==> src/rtl/ram_scanner_pkg.sv <==
// Shared types and helpers for the scanning RAM controller: scan mode encoding
// and depth/mode helper functions.
package ram_scanner_pkg;

  typedef enum logic [1:0] {
    MODE_AUTO   = 2'd0,
    MODE_MANUAL = 2'd1,
    MODE_HOLD   = 2'd2,
    MODE_RSVD   = 2'd3
  } mode_e;

  function automatic int depth_of(input int addr_width);
    return 1 << addr_width;
  endfunction

  // The reserved encoding behaves exactly like HOLD.
  function automatic mode_e norm_mode(input mode_e m);
    return (m == MODE_RSVD) ? MODE_HOLD : m;
  endfunction

endpackage

==> src/rtl/ram_scanner_if.sv <==
// Write/scan-control bus of ram_scanner; master drives the controls and
// write port, slave (the scanner) returns the read side and status pulses.
interface ram_scanner_if #(
  parameter int DATA_WIDTH = 4,
  parameter int ADDR_WIDTH = 5
);
  import ram_scanner_pkg::*;

  mode_e                  mode;
  logic                   step;
  logic                   wr_req;
  logic [ADDR_WIDTH-1:0]  wr_addr;
  logic [DATA_WIDTH-1:0]  wr_data;
  logic [ADDR_WIDTH-1:0]  rd_addr;
  logic [DATA_WIDTH-1:0]  rd_data;
  logic                   rd_valid;
  logic                   wr_done;
  logic                   scan_wrap;

  modport master (
    output mode, step, wr_req, wr_addr, wr_data,
    input  rd_addr, rd_data, rd_valid, wr_done, scan_wrap
  );

  modport slave (
    input  mode, step, wr_req, wr_addr, wr_data,
    output rd_addr, rd_data, rd_valid, wr_done, scan_wrap
  );

endinterface

==> src/rtl/ram_scanner_edge_detect.sv <==
// Rising-edge detector; history resets high so a level already asserted
// during reset does not produce a pulse on release.
module edge_detect (
  input  logic clk,
  input  logic reset_n,
  input  logic sig,
  output logic rise
);

  logic hist;

  // NOTE: sequential state uses non-blocking assignments so every flop samples
  // pre-edge values regardless of block evaluation order.
  always_ff @(posedge clk or negedge reset_n) begin
    if (!reset_n) hist <= 1'b1;
    else          hist <= sig;
  end

  assign rise = sig & ~hist;

endmodule

==> src/rtl/ram_scanner.sv <==
// Scanning simple-dual-port RAM controller: edge-triggered writes, read address
// stepped by prescaler (AUTO), step edges (MANUAL) or frozen (HOLD).
// Define RAM_SCANNER_BYPASS_EN to forward same-address write data to rd_data.
module ram_scanner
  import ram_scanner_pkg::*;
#(
  parameter int DATA_WIDTH  = 4,
  parameter int ADDR_WIDTH  = 5,
  parameter int SCAN_PERIOD = 67_108_864
) (
  input  logic          clk,
  input  logic          reset_n,
  ram_scanner_if.slave  bus
);

  localparam int                  DEPTH      = depth_of(ADDR_WIDTH);
  localparam int                  PRESC_W    = $clog2(SCAN_PERIOD);
  localparam logic [PRESC_W-1:0]  PRESC_LAST = PRESC_W'(SCAN_PERIOD - 1);

  logic [DATA_WIDTH-1:0] mem [DEPTH];

  logic                  wr_rise, step_rise;
  mode_e                 mode_cur, mode_q;
  logic                  mode_changed;
  logic [PRESC_W-1:0]    presc_q, presc_base, presc_d;
  logic                  tick, advance;
  logic [ADDR_WIDTH-1:0] rd_addr_q;
  logic [DATA_WIDTH-1:0] rd_data_q, rd_word;
  logic                  rd_valid_q, wr_done_q, scan_wrap_q;

  edge_detect u_wr_edge (
    .clk     (clk),
    .reset_n (reset_n),
    .sig     (bus.wr_req),
    .rise    (wr_rise)
  );

  edge_detect u_step_edge (
    .clk     (clk),
    .reset_n (reset_n),
    .sig     (bus.step),
    .rise    (step_rise)
  );

  assign mode_cur     = norm_mode(bus.mode);
  assign mode_changed = (mode_cur != mode_q);

  // A mode change counts as prescaler phase 0, so AUTO re-entry advances
  // exactly SCAN_PERIOD cycles later.
  // NOTE: every always_comb output gets a default first so no path infers a latch.
  always_comb begin
    presc_base = mode_changed ? '0 : presc_q;
    presc_d    = '0;
    tick       = 1'b0;
    if (mode_cur == MODE_AUTO) begin
      if (presc_base == PRESC_LAST) tick    = 1'b1;
      else                          presc_d = presc_base + PRESC_W'(1);
    end
  end

  assign advance = tick | ((mode_cur == MODE_MANUAL) & step_rise);

`ifdef RAM_SCANNER_BYPASS_EN
  assign rd_word = (wr_rise && (bus.wr_addr == rd_addr_q)) ? bus.wr_data : mem[rd_addr_q];
`else
  assign rd_word = mem[rd_addr_q];
`endif

  // NOTE: the array has no reset so it maps onto block RAM; only the
  // surrounding control and output registers are reset.
  always_ff @(posedge clk) begin
    if (wr_rise) mem[bus.wr_addr] <= bus.wr_data;
  end

  always_ff @(posedge clk or negedge reset_n) begin
    if (!reset_n) begin
      mode_q      <= MODE_HOLD;
      presc_q     <= '0;
      rd_addr_q   <= '0;
      rd_data_q   <= '0;
      rd_valid_q  <= 1'b0;
      wr_done_q   <= 1'b0;
      scan_wrap_q <= 1'b0;
    end else begin
      mode_q      <= mode_cur;
      presc_q     <= presc_d;
      if (advance) rd_addr_q <= rd_addr_q + ADDR_WIDTH'(1);
      rd_data_q   <= rd_word;
      rd_valid_q  <= ~advance;
      wr_done_q   <= wr_rise;
      scan_wrap_q <= advance && (rd_addr_q == '1);
    end
  end

  assign bus.rd_addr   = rd_addr_q;
  assign bus.rd_data   = rd_data_q;
  assign bus.rd_valid  = rd_valid_q;
  assign bus.wr_done   = wr_done_q;
  assign bus.scan_wrap = scan_wrap_q;

endmodule

==> src/flat_wrapper.sv <==
// flat-port wrapper written by rule: the top's interface ports become plain ports
module ram_scanner_flat import ram_scanner_pkg::*;
#(
  parameter int DATA_WIDTH  = 4,
  parameter int ADDR_WIDTH  = 5,
  parameter int SCAN_PERIOD = 67_108_864
)
  (clk, reset_n, bus_mode, bus_step, bus_wr_req, bus_wr_addr, bus_wr_data, bus_rd_addr, bus_rd_data, bus_rd_valid, bus_wr_done, bus_scan_wrap);
  ram_scanner_if #(.DATA_WIDTH(DATA_WIDTH), .ADDR_WIDTH(ADDR_WIDTH)) bus_i ();
  input  logic clk;
  input  logic reset_n;
  input wire logic [$bits(bus_i.mode)-1:0] bus_mode;
  input wire logic [$bits(bus_i.step)-1:0] bus_step;
  input wire logic [$bits(bus_i.wr_req)-1:0] bus_wr_req;
  input wire logic [$bits(bus_i.wr_addr)-1:0] bus_wr_addr;
  input wire logic [$bits(bus_i.wr_data)-1:0] bus_wr_data;
  output wire logic [$bits(bus_i.rd_addr)-1:0] bus_rd_addr;
  output wire logic [$bits(bus_i.rd_data)-1:0] bus_rd_data;
  output wire logic [$bits(bus_i.rd_valid)-1:0] bus_rd_valid;
  output wire logic [$bits(bus_i.wr_done)-1:0] bus_wr_done;
  output wire logic [$bits(bus_i.scan_wrap)-1:0] bus_scan_wrap;
  assign bus_i.mode = bus_mode;
  assign bus_i.step = bus_step;
  assign bus_i.wr_req = bus_wr_req;
  assign bus_i.wr_addr = bus_wr_addr;
  assign bus_i.wr_data = bus_wr_data;
  assign bus_rd_addr = bus_i.rd_addr;
  assign bus_rd_data = bus_i.rd_data;
  assign bus_rd_valid = bus_i.rd_valid;
  assign bus_wr_done = bus_i.wr_done;
  assign bus_scan_wrap = bus_i.scan_wrap;
  ram_scanner #(.DATA_WIDTH(DATA_WIDTH), .ADDR_WIDTH(ADDR_WIDTH), .SCAN_PERIOD(SCAN_PERIOD)) u_core (.clk(clk), .reset_n(reset_n), .bus(bus_i));
endmodule
==> config.mk <==
export PLATFORM = sky130hd
export DESIGN_NAME = ram_scanner_flat
export DESIGN_NICKNAME = d
export VERILOG_FILES = /design/src/rtl/ram_scanner_pkg.sv /design/src/rtl/ram_scanner_if.sv /design/src/rtl/ram_scanner_edge_detect.sv /design/src/rtl/ram_scanner.sv /design/src/flat_wrapper.sv
export SDC_FILE = /design/constraint.sdc
export NUM_CORES = 1
export LEC_CHECK = 0
export BUFFER_PORTS_ARGS = -buffer_cell sky130_fd_sc_hd__buf_2
export CORE_UTILIZATION = 40
export CTS_BUF_LIST = sky130_fd_sc_hd__clkbuf_2
export CTS_CLUSTER_DIAMETER = 80
export DETAILED_ROUTE_END_ITERATION = 8
export GPL_TIMING_DRIVEN = 0
export SLEW_MARGIN = 40
export SYNTH_ARGS = -nofsm -noshare
export SYNTH_HDL_FRONTEND = slang
export SYNTH_SLANG_ARGS = --single-unit
==> constraint.sdc <==
create_clock -name clk -period 3.05 [get_ports clk]
set_input_delay 0.61 -clock clk [delete_from_list [all_inputs] [get_ports clk]]
set_output_delay 0.61 -clock clk [all_outputs]
set_load 0.05 [all_outputs]
==> impl_metrics.py, run 1 <==
metrics = {
    "grt": {
        "antenna_found_initial": 1,
        "grt_max_degree": 43,
        "grt_pass1_vias": 4049,
        "overflow": 0,
        "grt_first_pass_wirelength_mm": 23.3,
        "grtUsageTotal": 0.174,
    },
    "synth": {
        "syn-mean-instance-area_um2": 15.5,
        "synthCells": 464,
        "syn_nets": 482,
        "synth_warnings": 0,
        "synth_edf_count": 128,
        "synth_async_sr_flop_share": 0.247,
        "synth_top_flop_cell": "edfxtp_1",
        "ys_ff_latch": 170,
        "ys_seq_area_frac": 0.681,
        "yosysUniqueCellTypes": 53,
        "netlist_area_um2": 7190,
    },
    "finish": {
        "finalCoreUtilization": 0.456,
        "area_delta_synth_final_pct": 10.4,
        "regArea_um2": 4900,
        "final_cell_mix": "128 x edfxtp_1, 65 x nor2_1, 39 x dfrtp_1",
        "multi_input_area_um2": 2200,
        "nets": 534,
        "fin_cells": 755,
        "final_common_cell": "edfxtp_1",
        "final_cell_area_um2": 7940,
        "layout-drive-gt1-share": 0.240,
        "fill_cells": 1539,
    },
    "clock_tree": {
        "numCtsBuffers": 17,
        "insertion_delay_ps": 750,
        "clk_pin_slew_ps": 230,
        "cts_tree": "done",
        "clockBufferDepth": 2,
        "cts_root_buf": "clkbuf_2",
        "htreeDepth": 4,
        "clkSinkCount": 170,
    },
    "critical_path": {
        "timing.rr.start": "u_core.mode_q[0]$_DFF_PN0_",
        "end_kind": "flop",
        "rrSetupSlack_ps": 160,
        "crit_start": "u_core.mode_q[0]$_DFF_PN0_",
        "rr_endpoint": "u_core.bus.rd_addr[4]$_DFFE_PN0P_",
        "critPathLaunchType": "flop",
        "path_max_fanout": 10,
        "crit_type": "reg -> reg",
        "required_ps": 3690,
        "ff2ff_path_depth": 11,
        "cp.arrival_ps": 3530,
    },
    "sta": {
        "finalSetupViolations": 0,
        "slew_headroom": 0.573,
        "layout_setup_ws_ps": 159,
        "drv_slew": 0,
        "holdWs_ps": 90.6,
        "timing.final.crit_share": 0.948,
        "max_freq_mhz": 346,
        "fin_tns_setup_ps": 0,
        "worst_slew_pin_slew_ps": 638,
        "hold_violations": 0,
        "finalCriticalPeriod_ps": 2890,
        "skew_ps": 38.1,
    },
    "detailed_routing": {
        "drt_iter0_drc": 382,
        "vias_per_cell": 5.37,
        "routed_wl_mm": 14.7,
        "drc": 0,
        "wire_per_inst_um": 19.4,
        "drtPass1Iterations": 5,
        "ant_nets": 0,
        "via_count": 4053,
    },
    "pwr": {
        "power_mw": 5.51,
        "power_density_nw_per_um2": 693,
        "ir_drop_mv": 0.472,
        "power.leakage_nw": 2.77,
    },
    "worst_hold_path": {
        "hp-class": "in -> reg",
        "hold_path_startpoint": "bus_mode[1]",
        "min_to": "u_core.mode_q[1]$_DFF_PN1_",
        "whs_path_depth": 2,
    },
    "die": {
        "ios": 27,
        "start_util": 0.413,
        "die_w_um": 136,
        "die_area_um2": 18500,
        "design.core.area_um2": 17400,
        "dieHeight_um": 136,
        "row_count": 48,
    },
    "placement": {
        "hpwlAfterDp_mm": 9.76,
        "io_buffers": 26,
        "postPlaceCellArea_um2": 7610,
        "place.gp.congestion": 0.818,
        "place_ws_ps": -578,
        "post-place-cells": 715,
    },
    "status": {
        "status": "finished clean",
    },
    "job": {
        "maxCapViolCount": 0,
    },
}
## power breakdown
part	internal, mW	switching (mW)	total, mW
sequential	2.57	0.0681	2.63
clock	0.332	0.854	1.19
combinational	0.672	1.02	1.69
## critical path, stage by stage (launching register included)
cell and delay [ps]:
dfrtp_1 430, xor2_1 160, o31ai_4 250, buf_6 180
clkbuf_4 200, and2_1 170, ha_1 200, nand2_1 150
nor4_4 410, nand4_4 200, nand2_4 150, mux2_4 300
## state kept, by name, indices dropped and copies added (netlist names)
register / cells
u_core.bus.rd_addr: 5
u_core.bus.rd_data: 4
u_core.bus.rd_valid: 1
u_core.bus.scan_wrap: 1
u_core.bus.wr_done: 1
u_core.mem: 128
u_core.mode_q: 2
u_core.presc_q: 26
u_core.u_step_edge.hist: 1
u_core.u_wr_edge.hist: 1
## cells in the mapped netlist (2+ instances only)
| cell | instances | area [um2] |
|---|---|---|
| o21ai_0 | 5 | 25.0 |
| clkbuf_1 | 9 | 33.8 |
| mux4_2 | 28 | 631 |
| inv_1 | 3 | 11.3 |
| buf_4 | 2 | 15.0 |
| mux2_2 | 3 | 33.8 |
| dfrtp_1 | 39 | 976 |
| and4_1 | 4 | 35.0 |
| ha_1 | 3 | 37.5 |
| a31oi_1 | 3 | 18.8 |
| nand3_1 | 14 | 70.1 |
| nand4_4 | 2 | 42.5 |
| mux2i_1 | 4 | 40.0 |
| buf_6 | 2 | 22.5 |
| or3b_2 | 3 | 26.3 |
| and3_1 | 7 | 43.8 |
| xnor2_1 | 10 | 87.6 |
| a21o_1 | 3 | 22.5 |
| nand2_1 | 35 | 131 |
| edfxtp_1 | 128 | 3840 |
| or3_1 | 5 | 31.3 |
| nor2_1 | 66 | 248 |
| and2_1 | 5 | 31.3 |
| dfstp_2 | 3 | 78.8 |
| mux2_4 | 2 | 30.0 |
| a211oi_1 | 5 | 37.5 |
| xor2_1 | 16 | 140 |
| nand4_1 | 7 | 43.8 |
| buf_2 | 6 | 30.0 |
| o311ai_1 | 3 | 26.3 |
| o21ai_1 | 4 | 20.0 |
| nor2b_1 | 6 | 37.5 |
| nand3b_1 | 8 | 60.1 |
| nand3_2 | 2 | 20.0 |
## worst max path at each step
stage	end	slack, ps	depth (start not counted)
6_report	u_core.bus.rd_addr[4]$_DFFE_PN0P_	160	11
5_1_grt	u_core.bus.rd_addr[4]$_DFFE_PN0P_	-7	11
4_1_cts	u_core.presc_q[10]$_DFF_PN0_	30	12
3_5_place_dp	u_core.presc_q[2]$_DFF_PN0_	-580	12
3_3_place_gp	u_core.presc_q[21]$_DFF_PN0_	-530	12
2_1_floorplan	u_core.bus.rd_addr[1]$_DFFE_PN0P_	70	11
## cell families (layout without fill, tap and decap cells)
kind of cell,after synthesis,count (layout),share of synthesized area
compound gates,32,32,0.0339
xor+xnor,26,26,0.0317
fa+ha+maj,3,3,0.00522
buf+inv,23,88,0.0162
flops,170,170,0.681
mux,38,38,0.104
other cells,0,1,0
simple gates,172,172,0.129
## what timing repair did
action	CTS	global route
resized for setup	2	6
endpoints found under the setup margin	19	21
endpoints found under the hold margin	41	0
setup buffers	1	3
pin swaps	1	3
hold buffers	3	0
## metal layers
| layer | up-vias | global-route usage | wire length [um] |
|---|---|---|---|
| met2 | 120 | 0.265 | 6950 |
| met4 | 0 | 0.0426 | 117 |
| li1 | 1857 | - | - |
| met5 | - | 0 | 0 |
| met1 | 2066 | 0.247 | 6710 |
| met3 | 10 | 0.0462 | 889 |
## area by class of cell
cell class	instances	share of cell area
Antenna cell	1	0.000315
Buffer	20	0.0143
Clock buffer	17	0.0107
Clock inverter	15	0.0200
Inverter	3	0.00142
Multi-Input combinational cell	271	0.277
Sequential cell	170	0.617
Tap cell	225	0.0354
Timing Repair Buffer	33	0.0243
Power figures use the tool's default switching activity.
==> inputs of run 2 (changes only) <==
- clock period: 3.05 -> 2.4 ns (I/O delays scaled with it)
==> run 2 against run 1 <==
Compared with the run above:
- wire length rose by 3.7%
- maximum frequency increased by 27%
- die area stayed put
- sequential cell count did not move
- core utilization is 0.53 points higher
- critical path type unchanged
- critical endpoint is now u_core.bus.rd_data[0]$_DFF_PN0_
- largest power group unchanged
==> impl_metrics.py, run 2 (synthesis results as in run 1) <==
metrics = {
    "status": {
        "status": "finished clean",
    },
    "placement": {
        "postPlaceCellArea_um2": 7660,
        "io_buffers": 26,
        "hpwlAfterDp_mm": 9.99,
        "place.gp.congestion": 0.805,
    },
    "grt": {
        "grtUsageTotal": 0.177,
        "grt_pass1_vias": 4138,
        "grt_max_degree": 43,
        "busiest_layer": "met2",
        "overflow": 0,
        "use_met3": 0.0373,
        "antenna_found_initial": 0,
        "grtUsageMet2": 0.272,
        "grt_first_pass_wirelength_mm": 23.7,
        "use_met1": 0.247,
    },
    "clock_tree": {
        "htreeDepth": 4,
        "numCtsBuffers": 17,
        "cts_root_buf": "clkbuf_2",
        "insertion_delay_ps": 760,
        "cts_tree": "done",
        "clockBufferDepth": 2,
        "clk_pin_slew_ps": 250,
        "clkSinkCount": 170,
    },
    "finish": {
        "fill_cells": 1532,
        "final_cell_area_um2": 8040,
        "multi_input_area_um2": 2250,
        "largest_register_ffs": 128,
        "regMostFlops": "u_core.mem",
        "antennaDiodeCount": 0,
        "layout-drive-gt1-share": 0.255,
        "final_cell_mix": "128 x edfxtp_1, 65 x nor2_1, 39 x dfrtp_1",
        "area_delta_synth_final_pct": 11.7,
        "final_common_cell": "edfxtp_1",
        "nets": 544,
        "regArea_um2": 4900,
    },
    "critical_path": {
        "critPathLaunchType": "flop",
        "required_ps": 3040,
        "cp.arrival_ps": 2910,
        "crit_type": "reg -> reg",
        "end_kind": "flop",
        "path_max_fanout": 10,
    },
    "sta": {
        "skew_ps": 34.3,
        "max_freq_mhz": 440,
        "holdWs_ps": 206,
        "worst_slew_pin_slew_ps": 646,
        "finalSetupViolations": 0,
        "timing.final.crit_share": 0.947,
        "finalCriticalPeriod_ps": 2270,
        "slew_headroom": 0.570,
        "rsz0062_at_grt": "yes",
        "hold_violations": 0,
        "drv_slew": 0,
    },
    "pwr": {
        "power_density_nw_per_um2": 852,
        "ir_drop_mv": 0.542,
        "power.leakage_nw": 2.82,
        "power_mw": 6.85,
    },
    "die": {
        "row_count": 48,
        "die_area_um2": 18500,
        "dieHeight_um": 136,
        "start_util": 0.413,
        "ios": 27,
        "die_w_um": 136,
        "design.core.area_um2": 17400,
    },
    "job": {
        "maxCapViolCount": 0,
    },
    "worst_hold_path": {
        "hp-class": "in -> async",
    },
    "detailed_routing": {
        "wire_per_inst_um": 19.9,
        "vias_per_cell": 5.37,
        "routed_wl_mm": 15.2,
        "drtPass1Iterations": 7,
        "ant_nets": 0,
        "via_count": 4098,
        "drt_iter0_drc": 333,
        "drc": 0,
    },
}
==> run 2: routing by layer <==
metal  share of wire  vias up
met1            0.46     2085
met5               0        -
met2            0.47      110
li1                -     1875
met3           0.047       28
met4           0.018        0
==> run 2: cell type report <==
| type | instances | share of cell area |
|---|---|---|
| Sequential cell | 170 | 0.610 |
| Multi-Input combinational cell | 271 | 0.280 |
| Clock inverter | 14 | 0.0151 |
| Tap cell | 225 | 0.0350 |
| Inverter | 3 | 0.00140 |
| Timing Repair Buffer | 44 | 0.0349 |
| Buffer | 19 | 0.0139 |
| Clock buffer | 17 | 0.0106 |
==> run 2: worst paths after layout <==
kind                                                   startpoint                               to  slack [ps]  cells past startpoint
worst max-delay path            u_core.bus.rd_addr[1]$_DFFE_PN0P_  u_core.bus.rd_data[0]$_DFF_PN0_         130                      8
worst min-delay path                                      reset_n      u_core.presc_q[1]$_DFF_PN0_         210                      2
worst max register to register  u_core.bus.rd_addr[1]$_DFFE_PN0P_  u_core.bus.rd_data[0]$_DFF_PN0_         130                      8
worst min register to register       u_core.presc_q[23]$_DFF_PN0_     u_core.presc_q[23]$_DFF_PN0_         580                      2
max in group asynchronous                                 reset_n  u_core.u_wr_edge.hist$_DFF_PN1_        1790                      2
min in group clk                                   bus_wr_data[2]      u_core.mem[24][2]$_DFFE_PP_         220                      1
==> run 2: critical path, stage by stage, from the launching register on <==
cell      delay [ps]
dfrtp_1          430
buf_2            290
clkbuf_4         300
buf_2            290
mux4_2           330
nand2_1           80
nand2_1           50
o21ai_0          230
o21ai_1          140
==> run 2: metrics by stage <==
stage               TNS, ps  utilization  std cells  setup slack, ps
detailed placement   -21000        0.440        715             -775
floorplan             -2620            -        464             -216
finish                    0        0.461        763              128
CTS                   -31.8        0.459        759            -19.3
global route          -2.10        0.461        763            -2.10
global placement     -18560        0.440        715             -708
==> run 2: repair_timing <==
action | CTS | global route
hold buffers | 5 | 0
endpoints found under the hold margin | 43 | 0
pin swaps | 8 | 4
resized for setup | 3 | 3
setup buffers | 9 | 4
setup endpoints to repair | 33 | 22
==> run 2: power breakdown <==
part	switching (mW)	internal, mW	total [mW]
logic	1.30	0.871	2.17
clock network	1.04	0.291	1.33
registers	0.0875	3.26	3.35
total	2.43	4.42	6.85
